<file path="src/rtl/video_pkg.sv">
// Shared definitions for the AXIS-to-video bridge supervisor: FSM encoding,
// bridge lock-state codes and the default active line width.
package video_pkg;

    typedef enum logic [2:0] {
        IDLE         = 3'd0,
        RESET_BRIDGE = 3'd1,
        ACQUIRE      = 3'd2,
        MONITOR      = 3'd3,
        RECOVER      = 3'd4
    } sup_state_e;

    localparam logic [1:0] UNLOCKED   = 2'd0;
    localparam logic [1:0] WAIT_FSYNC = 2'd1;
    localparam logic [1:0] LOCKED     = 2'd2;

    localparam int DEFAULT_H_ACTIVE = 1280;

endpackage

</file>
<file path="src/rtl/sat_counter.sv">
// Saturating incrementer with synchronous clear; holds at all-ones.
// Count is registered, so it reflects an increment one cycle after inc.
module sat_counter #(
    parameter int W = 16
) (
    input  logic         clk,
    input  logic         clr,
    input  logic         inc,
    output logic [W-1:0] cnt
);

    logic [W-1:0] cnt_q;

    always_ff @(posedge clk) begin
        if (clr) begin
            cnt_q <= '0;
        end else if (inc && (cnt_q != '1)) begin
            cnt_q <= cnt_q + 1'b1;
        end
    end

    assign cnt = cnt_q;

endmodule

</file>
<file path="src/rtl/video_sync_supervisor.sv">
// Brings up the AXIS-to-video bridge, watches lock and stream integrity, and
// resets the bridge / restarts VDMA with frame-based backoff on sustained errors.
module video_sync_supervisor
    import video_pkg::*;
#(
    parameter int H_ACTIVE           = DEFAULT_H_ACTIVE,
    parameter int RST_CYCLES         = 16,
    parameter int ACQ_TIMEOUT_FRAMES = 4,
    parameter int ERR_LIMIT          = 2,
    parameter int BACKOFF_FRAMES     = 2,
    parameter int CNT_W              = 16
) (
    input  logic             video_clk,
    input  logic             resetn,
    input  logic             enable,
    input  logic [1:0]       bridge_state,
    input  logic             s_axis_tvalid,
    input  logic             s_axis_tready,
    input  logic             s_axis_tlast,
    input  logic             s_axis_tuser,
    input  logic             vtc_fsync,
    input  logic             vtc_active_video,
    output logic             bridge_resetn,
    output logic             vdma_restart,
    output logic             locked,
    output logic [2:0]       sup_state,
    output logic [CNT_W-1:0] underflow_cnt,
    output logic [CNT_W-1:0] line_err_cnt,
    output logic [CNT_W-1:0] recover_cnt
);

    localparam int LC_W = $clog2(H_ACTIVE) + 1;
    localparam int FW   = $clog2(((ACQ_TIMEOUT_FRAMES > BACKOFF_FRAMES) ?
                                  ACQ_TIMEOUT_FRAMES : BACKOFF_FRAMES) + 1);
    localparam int RW   = (RST_CYCLES > 2) ? $clog2(RST_CYCLES) : 1;
    localparam int EW   = $clog2(ERR_LIMIT + 1);
    localparam logic [LC_W:0] H_LEN = (LC_W + 1)'(H_ACTIVE);

    sup_state_e      state_q;
    logic            bridge_resetn_q, vdma_restart_q, locked_q;
    logic [RW-1:0]   rst_cnt_q;
    logic [FW-1:0]   frm_cnt_q;
    logic            fsync_d1_q;
    logic [LC_W-1:0] line_cnt_q;
    logic            frame_err_q, seen_rise_q, unl_q;
    logic [EW-1:0]   consec_q;

    // SOF is tapped for future use; nothing checks it yet.
    logic unused_tuser;
    assign unused_tuser = s_axis_tuser;

    logic            fsync_rise, beat, in_mon, nolock, underflow, line_err, err_evt;
    logic [LC_W:0]   line_nxt;
    logic [FW-1:0]   frm_nxt;
    logic            enter_mon, mon_err_trip, mon_nolock_trip, acq_tmo, rec_done, rst_done;

    assign fsync_rise = vtc_fsync & ~fsync_d1_q;
    assign beat       = s_axis_tvalid & s_axis_tready;
    assign in_mon     = (state_q == MONITOR);
    assign nolock     = (bridge_state != LOCKED);
    assign line_nxt   = {1'b0, line_cnt_q} + 1'b1;
    assign line_err   = beat & ((s_axis_tlast & (line_nxt != H_LEN)) |
                                (~s_axis_tlast & (line_nxt == H_LEN + 1'b1)));
    assign underflow  = in_mon & vtc_active_video & s_axis_tready & ~s_axis_tvalid;
    assign err_evt    = underflow | line_err;

    assign frm_nxt         = frm_cnt_q + 1'b1;
    assign enter_mon       = enable & (state_q == ACQUIRE) & ~nolock;
    assign mon_err_trip    = fsync_rise & frame_err_q & ((consec_q + 1'b1) == EW'(ERR_LIMIT));
    assign mon_nolock_trip = fsync_rise & seen_rise_q & unl_q;
    assign acq_tmo         = fsync_rise & (frm_nxt == FW'(ACQ_TIMEOUT_FRAMES));
    assign rec_done        = fsync_rise & (frm_nxt == FW'(BACKOFF_FRAMES));
    assign rst_done        = (rst_cnt_q == RW'(RST_CYCLES - 1));

    always_ff @(posedge video_clk) begin
        if (!resetn) begin
            state_q         <= IDLE;
            bridge_resetn_q <= 1'b0;
            vdma_restart_q  <= 1'b0;
            locked_q        <= 1'b0;
            rst_cnt_q       <= '0;
            frm_cnt_q       <= '0;
        end else begin
            vdma_restart_q <= 1'b0;
            rst_cnt_q      <= '0;
            if (!enable) begin
                state_q         <= IDLE;
                bridge_resetn_q <= 1'b0;
                locked_q        <= 1'b0;
                frm_cnt_q       <= '0;
            end else begin
                case (state_q)
                    IDLE: state_q <= RESET_BRIDGE;
                    RESET_BRIDGE: begin
                        if (rst_done) begin
                            state_q         <= ACQUIRE;
                            bridge_resetn_q <= 1'b1;
                            frm_cnt_q       <= '0;
                        end else begin
                            rst_cnt_q <= rst_cnt_q + 1'b1;
                        end
                    end
                    ACQUIRE: begin
                        // Lock takes priority over a coincident timeout edge.
                        if (!nolock) begin
                            state_q  <= MONITOR;
                            locked_q <= 1'b1;
                        end else if (acq_tmo) begin
                            state_q         <= RECOVER;
                            bridge_resetn_q <= 1'b0;
                            vdma_restart_q  <= 1'b1;
                            frm_cnt_q       <= '0;
                        end else if (fsync_rise) begin
                            frm_cnt_q <= frm_nxt;
                        end
                    end
                    MONITOR: begin
                        if (mon_err_trip || mon_nolock_trip) begin
                            state_q         <= RECOVER;
                            locked_q        <= 1'b0;
                            bridge_resetn_q <= 1'b0;
                            vdma_restart_q  <= 1'b1;
                            frm_cnt_q       <= '0;
                        end
                    end
                    RECOVER: begin
                        if (rec_done) begin
                            state_q   <= RESET_BRIDGE;
                            frm_cnt_q <= '0;
                        end else if (fsync_rise) begin
                            frm_cnt_q <= frm_nxt;
                        end
                    end
                    default: begin
                        state_q         <= IDLE;
                        bridge_resetn_q <= 1'b0;
                        locked_q        <= 1'b0;
                    end
                endcase
            end
        end
    end

    // Frame-error bookkeeping only runs in MONITOR; an error coincident with
    // fsync_rise is charged to the frame that starts on that edge.
    always_ff @(posedge video_clk) begin
        if (!resetn) begin
            fsync_d1_q  <= 1'b0;
            line_cnt_q  <= '0;
            frame_err_q <= 1'b0;
            consec_q    <= '0;
            seen_rise_q <= 1'b0;
            unl_q       <= 1'b0;
        end else begin
            fsync_d1_q <= vtc_fsync;
            if (enter_mon) begin
                line_cnt_q <= '0;
            end else if (beat) begin
                if (s_axis_tlast) begin
                    line_cnt_q <= '0;
                end else if (line_cnt_q != '1) begin
                    line_cnt_q <= line_cnt_q + 1'b1;
                end
            end
            if (!in_mon) begin
                frame_err_q <= 1'b0;
                consec_q    <= '0;
                seen_rise_q <= 1'b0;
                unl_q       <= 1'b0;
            end else if (fsync_rise) begin
                frame_err_q <= err_evt;
                consec_q    <= frame_err_q ? consec_q + 1'b1 : '0;
                seen_rise_q <= 1'b1;
                unl_q       <= nolock;
            end else begin
                frame_err_q <= frame_err_q | err_evt;
                unl_q       <= unl_q & nolock;
            end
        end
    end

    sat_counter #(.W(CNT_W)) u_underflow_cnt (
        .clk (video_clk), .clr (~resetn), .inc (underflow),      .cnt (underflow_cnt));
    sat_counter #(.W(CNT_W)) u_line_err_cnt (
        .clk (video_clk), .clr (~resetn), .inc (line_err),       .cnt (line_err_cnt));
    sat_counter #(.W(CNT_W)) u_recover_cnt (
        .clk (video_clk), .clr (~resetn), .inc (vdma_restart_q), .cnt (recover_cnt));

    assign bridge_resetn = bridge_resetn_q;
    assign vdma_restart  = vdma_restart_q;
    assign locked        = locked_q;
    assign sup_state     = state_q;

endmodule

</file>
<file path="config.mk">
export PLATFORM = sky130hd
export DESIGN_NAME = video_sync_supervisor
export DESIGN_NICKNAME = d
export VERILOG_FILES = /design/src/rtl/video_pkg.sv /design/src/rtl/sat_counter.sv /design/src/rtl/video_sync_supervisor.sv
export SDC_FILE = /design/constraint.sdc
export NUM_CORES = 1
export LEC_CHECK = 0
export BUFFER_PORTS_ARGS = -buffer_cell sky130_fd_sc_hd__buf_4
export CAP_MARGIN = 20
export CORE_MARGIN = 2
export CORE_UTILIZATION = 58
export DETAILED_ROUTE_END_ITERATION = 6
export PLACE_DENSITY = 0.84
export SLEW_MARGIN = 20
export SYNTH_ARGS = -nofsm -noshare
export SYNTH_HDL_FRONTEND = slang
export SYNTH_SLANG_ARGS = --single-unit
export TNS_END_PERCENT = 1
</file>
<file path="constraint.sdc">
create_clock -name video_clk -period 2.7 [get_ports video_clk]
set_clock_uncertainty 0.05 [all_clocks]
set_input_delay 0.405 -clock video_clk [delete_from_list [all_inputs] [get_ports video_clk]]
set_output_delay 0.405 -clock video_clk [all_outputs]
set_load 0.005 [all_outputs]
</file>
-- After elaboration in Yosys (flattened, before gate mapping)
Cells that the tools add are included.
- logic and storage cells: 121
- bits of input ports: 11
- register bits: 79
- reductions and logical operators: 18
- muxes and demuxes: 29
- bitwise operators: 29
- $add $sub $neg: 8
- eq/ne operators: 22
- operator list (operator ; count):
    16-bit by 1-bit adder with 16-bit output (second input constant) ; 3
    16-bit inequality test (second input constant) ; 3
    3-bit two-way mux ; 11
    12-bit two-way mux ; 2
    1-bit AND ; 17
    3-bit case mux with 5 select lines ; 1
    12-bit by 1-bit adder with 13-bit output (second input constant) ; 1
    13-bit by 11-bit equality test with 1-bit output (second input constant) ; 1
    13-bit by 11-bit inequality test with 1-bit output (second input constant) ; 1
    12-bit by 1-bit adder with 12-bit output (second input constant) ; 1
    12-bit inequality test (second input constant) ; 1
    2-bit inequality test (second input constant) ; 6
    3-bit case mux with 4 select lines ; 1
    1-bit two-way mux ; 10
    3-bit by 2-bit equality test with 1-bit output (second input constant) ; 3
    1-bit inverter ; 9
    4-bit AND reduction ; 2
    3-bit equality test (second input constant) ; 2
    2-bit AND reduction ; 3
    5-bit AND reduction ; 1
    4-bit by 1-bit adder with 4-bit output (second input constant) ; 1
    4-bit equality test (second input constant) ; 1
    1-bit case mux with 4 select lines ; 1
    4-bit nonzero test ; 1
    other kinds (18) ; 23

-- Logic depth before layout (Yosys ltp)
Gate-level depths: netlist of run 1.
- depth after elaboration: 8
- mapped depth: 9

-- Modules after synthesis
Synthesis of run 1 repeated with hierarchy kept, for this count alone.
- cell total of the unflattened synthesis: 555
- area total of the unflattened synthesis: 4543.1 um^2
- by module, submodules not included (module ; area each (um^2) ; cells each ; times used):
    sat_counter ; 848.3 ; 99 ; 3
    video_sync_supervisor ; 1998.2 ; 258 ; 1

-- Least setup slack after synthesis of run 1
Ideal clock, no wire load.
- kind: register to register
- from: register line_cnt_q[0]
- to: register u_line_err_cnt.cnt_q[7], in the netlist u_line_err_cnt.cnt[7]
- period minus slack after synthesis: 2.328 ns
- stages on the path, launching flop included: 10
- setup time: 0.072 ns
- required time: 2.578 ns
- setup slack: 0.372 ns
- arrival time: 2.206 ns
- path buffers: 2
- path through: dfxtp_1 ha_1 buf_2 or3_1 a211oi_2 o2111a_1 buf_6 nand3_4 o31ai_2 mux2i_1
- word-level cells in the longest chain between the ends: 6
- RTL lines (what ; RTL line ; RTL):
    start, declared ; video_sync_supervisor.sv:44 ; logic [LC_W-1:0] line_cnt_q;
    start signal, assigned ; video_sync_supervisor.sv:162 ; line_cnt_q <= line_cnt_q + 1'b1;
    12-bit by 1-bit adder with 13-bit output * ; video_sync_supervisor.sv:61 ; assign line_nxt = {1'b0, line_cnt_q} + 1'b1;
    13-bit by 11-bit inequality test with 1-bit output or 13-bit by 11-bit equality test with 1-bit output (tied branches) ; video_sync_supervisor.sv:62, video_sync_supervisor.sv:63 ;
    1-bit AND, on equally long branches ; video_sync_supervisor.sv:62, video_sync_supervisor.sv:63 ;
    1-bit bitwise OR * ; video_sync_supervisor.sv:62 ; assign line_err = beat & ((s_axis_tlast & (line_nxt != H_LEN)) |
    1-bit AND * ; video_sync_supervisor.sv:62 ;
    1-bit logical AND * ; sat_counter.sv:17 ; end else if (inc && (cnt_q != '1)) begin
    end signal, assigned ; sat_counter.sv:18 ; cnt_q <= cnt_q + 1'b1;
    end, declared ; sat_counter.sv:12 ; logic [W-1:0] cnt_q;
Every way passes the cells marked *; elsewhere a longest branch is shown, timed or not.
A chain may end at the register's enable or synchronous reset.

-- Worst setup path in the final report of run 1
- from: register line_cnt_q[0]
- to: register u_line_err_cnt.cnt_q[14], in the netlist u_line_err_cnt.cnt[14]
Same word-level chain as after synthesis.

==> metrics.yaml, run 1 <==
setup_path:
  cp-endpoint: "u_line_err_cnt.cnt[14]"
  worstSetupPathType: "reg2reg"
  r2r-start: "line_cnt_q[0]"
  crit_path_cell_trace: "ha_2 > or3_1 > a211oi_2 > o2111a_1 > buf_4 > nand4_1 > a211o_1 > o21ai_1"
  worstPathMaxFanout: 10
  cp-start-kind: "register"
  end_kind: "register"
  slowest_stage: "dfxtp_1"
  regToRegSetupSlack_ps: 220
  critPathBufInv: 1
  critPathTopFamily: "compound AO/OA/AOI/OAI gates"
  r2r_cells: 8
  worstReg2RegEnd: "u_line_err_cnt.cnt[14]"
  arrival_ps: 2720
  timing.critical_path.from: "line_cnt_q[0]"
  cpPeakStageDelay_ps: 390
  worstPathRequired_ps: 2940
  cp_num_cells: 8
synthesis:
  synth_top_area_cell: "dfxtp_1"
  synth.area.mux_share: 0.02912
  synthArstFlopShare: 0
  syn_nets: 585
  ys_ff_latch: 79
  synth_cell_type_count: 67
  postSynthAreaPerCell_sq_um: 8.165
  synth-edff-count: 0
  syn_area_sq_um: 4597
  ys.flop_type: "dfxtp_1"
  synth_xor_area_frac: 0.05716
  synth_area_leaders: "dfxtp_1 (34%), nand2_1 (4.6%), a21oi_1 (4.5%)"
  synth_top_family_by_area: "simple AND/OR/NAND/NOR gates"
  synth-simple-area-share: 0.3010
  synth-seq-area-share: 0.3440
  synth_compound_area_frac: 0.1949
  synthCells: 563
  synthAdderAreaFrac: 0.02994
  yosysTopAreaCellShare: 0.3440
  ys_warn_count: 0
hold_path:
  hp-class: "in2reg"
  min_from: "vtc_fsync"
place:
  dp_hpwl_um: 7754
  gp_congestion: 0.9056
  portBuffers: 63
  post_dp_cell_area_sq_um: 5105
  dp.cells: 705
clock_tree:
  cts_tree: "yes"
  cts_hold_buf: 0
  cts_buffers: 9
  htree_levels: 3
  clk_latency_ps: 350
  path_clk_slew_ps: 80
  cts-root-buf: "clkbuf_8"
  cts_resized: 0
  clockBufferDepth: 2
  cts.sinks: 79
  post_cts_buffers: 0
layout:
  fin_cells: 721
  final_nets: 636
  antenna_cells_inserted: 0
  drive_above_1_share: 0.1745
  n_fill_cell: 641
  fin_area_sq_um: 5338
  area.growth.synth_to_final_pct: 16.11
pwr:
  ir_drop_mv: 0.3618
  p_int_mw: 1.753
  total_power_mw: 2.309
  leakage_nw: 1.993
  p_sw_frac: 0.2406
  comb_power_share: 0.063
  pwr-share-seq: 0.512
  power_switching_uw: 555.5
  pwr-share-clk: 0.425
  power_density_nw_per_um2: 432.6
die:
  dieWidth_um: 93.03
  core.rowCount: 32
  die_h_um: 93.03
  die_area_sq_um: 8654
  io_pins: 65
  core_sq_um: 7687
  start_util: 0.5980
timing:
  fin_tns_setup_ps: 0
  tightest_slew_ps: 641.7
  hold_violations: 0
  max_freq_mhz: 403.1
  fin_crit_ps: 2480
  setup_viol: 0
  period_share: 0.9187
  relSlewSlack: 0.5716
  slew_violations: 0
  rsz0062_at_grt: "false"
route:
  via_per_inst: 6.079
  drc: 0
  wl_um: 10970
  firstDrtPassIters: 5
  drt_iter0_markers: 256
  antenna_left: 0
  wire_per_inst_um: 15.22
  routed-via-count: 4383
grt:
  grt_pass1_vias: 4175
  grt_pass1_wl_um: 18420
  grt_max_degree: 38
  grt_antenna_before_repair: 0
  grt-ovfl-total: 0
  grt_usage: 0.2566
job:
  cap_violations: 0
status:
  status: "finished, final reports clean"
[metrics by stage]
| stage | worst slack [ps] | hold slack (ps) | util |
|---|---|---|---|
| after CTS | 147.9 | 211.6 | 0.6929 |
| final | 219.5 | 221.5 | 0.6943 |
| after detailed placement | 159.9 | 394.5 | 0.6641 |
| after floorplan | 372.2 | 367.6 | - |
| after global routing | 68.28 | 221.0 | 0.6943 |
| after global placement | 225.9 | 379.5 | 0.6641 |
[cells in the mapped netlist, drive strengths merged, types with 12 or more instances]
| cell type | instances |
|---|---|
| or3 | 12 |
| and2 | 14 |
| buf | 12 |
| nand2 | 56 |
| dfxtp | 79 |
| nand4 | 15 |
| nand3 | 37 |
| nor3 | 15 |
| clkbuf | 20 |
| xnor2 | 13 |
| and3 | 17 |
| o21ai | 24 |
| a21oi | 41 |
| nor2 | 53 |
| xor2 | 17 |
[worst min-delay path by stage]
stage / depth (start not counted) / to / slack [ps]
6_report: 2 / fsync_d1_q / 220
5_1_grt: 2 / fsync_d1_q / 220
4_1_cts: 2 / fsync_d1_q / 210
3_5_place_dp: 1 / rst_cnt_q[0] / 390
3_3_place_gp: 1 / rst_cnt_q[0] / 380
2_1_floorplan: 1 / rst_cnt_q[0] / 370
[metal layers]
layer,GRT usage,up-vias,wire length (um)
met3,0.04512,26,552
li1,-,2137,-
met5,0,-,0
met2,0.4426,145,5389
met1,0.3112,2075,4800
met4,0.1189,0,232
[power groups by stage]
stage	Sequential, mW	Combinational [mW]	Clock (mW)
final	1.18	0.144	0.982
after global routing	1.18	0.158	1.05
after CTS	1.18	0.143	1.00
after detailed placement	1.21	0.140	0
after global placement	1.21	0.135	0
after floorplan	1.21	0.0981	0
[logic make-up (layout without fill, tap and decap cells)]
group	Yosys count	after routing
DFF	79	79
muxes	12	12
adders and majority gates	11	11
xor gates and xnor gates	30	30
buffers and inverters	43	99
and+or+nand+nor	264	264
AOI/OAI and AO/OA	124	124
[registers in the layout, indices dropped and copies added, names as in the netlist, 2 cells and up]
signal	flops
u_line_err_cnt.cnt	16
u_recover_cnt.cnt	16
u_underflow_cnt.cnt	16
line_cnt_q	12
rst_cnt_q	4
frm_cnt_q	3
sup_state	3
consec_q	2
[placed cells by master, fill, tap and decap left out, types with 3 or more instances in the layout]
| cell | n |
|---|---|
| nand3_1 | 36 |
| o311ai_1 | 4 |
| a21oi_1 | 41 |
| nand4_1 | 15 |
| and2_1 | 14 |
| nor2b_1 | 3 |
| o21ai_0 | 20 |
| nor3b_1 | 5 |
| a31oi_1 | 6 |
| mux2i_1 | 10 |
| dfxtp_1 | 79 |
| inv_1 | 10 |
| buf_4 | 72 |
| nand2b_1 | 11 |
| clkbuf_8 | 9 |
| o311ai_2 | 5 |
| a311oi_1 | 3 |
| xnor2_1 | 13 |
| nand3b_1 | 5 |
| and4_1 | 8 |
| nor4_1 | 5 |
| o21ai_1 | 4 |
| and3_1 | 16 |
| a21o_1 | 6 |
| nor2_1 | 53 |
| nand2_1 | 56 |
| a211oi_1 | 4 |
| or3_1 | 12 |
| ha_1 | 10 |
| nand4b_1 | 3 |
| xor2_1 | 17 |
| o21a_1 | 3 |
| nor3_1 | 14 |
[layout make-up]
| cell class | count | area (sq um) | share of cell area |
|---|---|---|---|
| clock buffer | 10 | 127.6 | 0.02391 |
| clock inverter | 6 | 93.84 | 0.01758 |
| inverter | 11 | 41.29 | 0.007736 |
| multi-input combinational | 441 | 2825 | 0.5293 |
| sequential | 79 | 1582 | 0.2963 |
| tap | 102 | 127.6 | 0.02391 |
| timing repair buffer | 72 | 540.5 | 0.1013 |
Power figures use the tool's default switching activity.
==> run 2: changes to the inputs <==
- MAX_ROUTING_LAYER: not set -> met4
==> run 2 against run 1 <==
- first-iteration DRC count down 13%
- critical path depth down 1
- core utilization about the same
- die area unchanged
- design area about the same
- via count up 1.3%
- largest power group unchanged
==> metrics.yaml, run 2 (same netlist as run 1, synthesis figures left out) <==
timing:
  relSlewSlack: 0.5782  # +0.006665
  fin_tns_setup_ps: 0  # unchanged
  setup_viol: 0  # unchanged
  rsz0062_at_grt: "false"
  hold_violations: 0  # unchanged
  fin_hold_ws_ps: 223.5  # +1.994 ps
  setup_ws_ps: 206.6  # -12.88 ps
  tightest_slew_ps: 631.7  # -9.982 ps
  slew_violations: 0  # unchanged
  fin_crit_ps: 2493  # +12.88 ps
  period_share: 0.9235  # +0.004771
  max_freq_mhz: 401.1  # -0.52%
place:
  dp_hpwl_um: 7795  # +0.52%
  dp.cells: 704  # -0.14%
  portBuffers: 63  # unchanged
  post_dp_cell_area_sq_um: 5097  # -0.15%
  dp_slack_ps: 166.7  # +6.721 ps
  gp_congestion: 0.9066  # +0.11%
clock_tree:
  cts_tree: "yes"
  path_clk_slew_ps: 90  # about the same
  htree_levels: 3  # unchanged
  clk_latency_ps: 360  # about the same
  post_cts_buffers: 0  # unchanged
  clockBufferDepth: 2  # unchanged
  cts.sinks: 79  # unchanged
  cts-root-buf: "clkbuf_8"
  cts_buffers: 9  # unchanged
die:
  core.rowCount: 32  # unchanged
  io_pins: 65  # unchanged
  die_h_um: 93.03  # unchanged
  core_sq_um: 7687  # unchanged
  die_area_sq_um: 8654  # unchanged
  dieWidth_um: 93.03  # unchanged
  start_util: 0.5980  # unchanged
grt:
  met1_usage: 0.3105  # -0.0007036
  grt-ovfl-total: 0  # unchanged
  grt_pass1_wl_um: 18190  # -1.2%
  met3_usage: 0.05077  # +0.005641
  grt_max_degree: 38  # unchanged
  grt_util_met2: 0.4360  # -0.006643
  grt_pass1_vias: 4129  # -1.1%
  grt_usage: 0.2629  # +0.006269
  grt_antenna_before_repair: 0  # unchanged
  busiest_layer: "met2"
setup_path:
  cpPeakStageDelay_ps: 410  # +20 ps
  arrival_ps: 2740  # +20 ps
  slowest_stage: "o2111a_1"
  worstPathRequired_ps: 2940  # about the same
  crit_path_cell_trace: "ha_2 > or3_1 > a211oi_2 > o2111a_1 > nand3_4 > o31ai_2 > mux2i_1"
  worstPathMaxFanout: 10  # unchanged
  worstSetupPathType: "reg2reg"
  end_kind: "register"
  cp-start-kind: "register"
layout:
  antenna_cells_inserted: 0  # unchanged
  final_nets: 635  # -0.16%
  drive_above_1_share: 0.1748  # +0.0002823
  fin_cells: 720  # -0.14%
  fin_area_sq_um: 5336  # about the same
  n_fill_cell: 652  # +1.7%
  area.growth.synth_to_final_pct: 16.09  # about the same
  final_common_cell: "dfxtp_1"
  layout_common_cells: "dfxtp_1 (79), buf_4 (71), nand2_1 (56)"
  final_util: 0.6942  # about the same
pwr:
  ir_drop_mv: 0.3784  # +4.6%
  leakage_nw: 1.990  # -0.17%
  total_power_mw: 2.345  # +1.6%
  power_density_nw_per_um2: 439.4  # +1.6%
hold_path:
  hp-class: "in2reg"
route:
  firstDrtPassIters: 5  # unchanged
  via_per_inst: 6.165  # +1.4%
  routed-via-count: 4439  # +1.3%
  antenna_left: 0  # unchanged
  wl_um: 10890  # -0.80%
  wire_per_inst_um: 15.12  # -0.66%
  drt_iter0_markers: 223  # -13%
  drc: 0  # unchanged
job:
  cap_violations: 0  # unchanged
status:
  status: "finished, final reports clean"
-- run 2: path summary, 6_finish.rpt --
| kind | from | end | cells past startpoint | slack (ps) |
|---|---|---|---|---|
| worst max-delay path | line_cnt_q[0] | u_line_err_cnt.cnt[7] | 7 | 210 |
| worst min-delay path | vtc_fsync | fsync_d1_q | 2 | 220 |
| worst max register to register | line_cnt_q[0] | u_line_err_cnt.cnt[7] | 7 | 210 |
| worst min register to register | rst_cnt_q[0] | rst_cnt_q[0] | 1 | 410 |
-- run 2: cell type report --
cell class	instances	area [sq um]	area share
clock inverters	6	92.59	0.01735
repair buffers	71	533.0	0.09988
clock buffers	10	137.6	0.02579
inverters	11	41.29	0.007737
multi-input cells	441	2823	0.5290
flip-flops and latches	79	1582	0.2964
well taps	102	127.6	0.02392
-- run 2: what timing repair did --
action / CTS / global route
resized for setup: 0 / 3
setup endpoints to repair: 0 / 8
hold buffers: 0 / 0
-- run 2: report_power, final --
group          switching [mW]  internal, mW  total [mW]
clock                   0.468         0.553        1.02
sequential             0.0102          1.17        1.18
combinational          0.0900        0.0521       0.142
total                   0.568          1.78        2.34
-- run 2: critical path, delay by kind of cell (launching register included) --
kind / cells / cell delay [ps]
simple gates: 2 / 510
flops: 1 / 400
mux: 1 / 200
fa+ha+maj: 1 / 290
compound gates: 3 / 990
-- run 2: layer usage --
metal,wire length (um),share of wire
met5,0,0
met4,323,0.030
met3,622,0.057
met2,5327,0.49
met1,4613,0.42
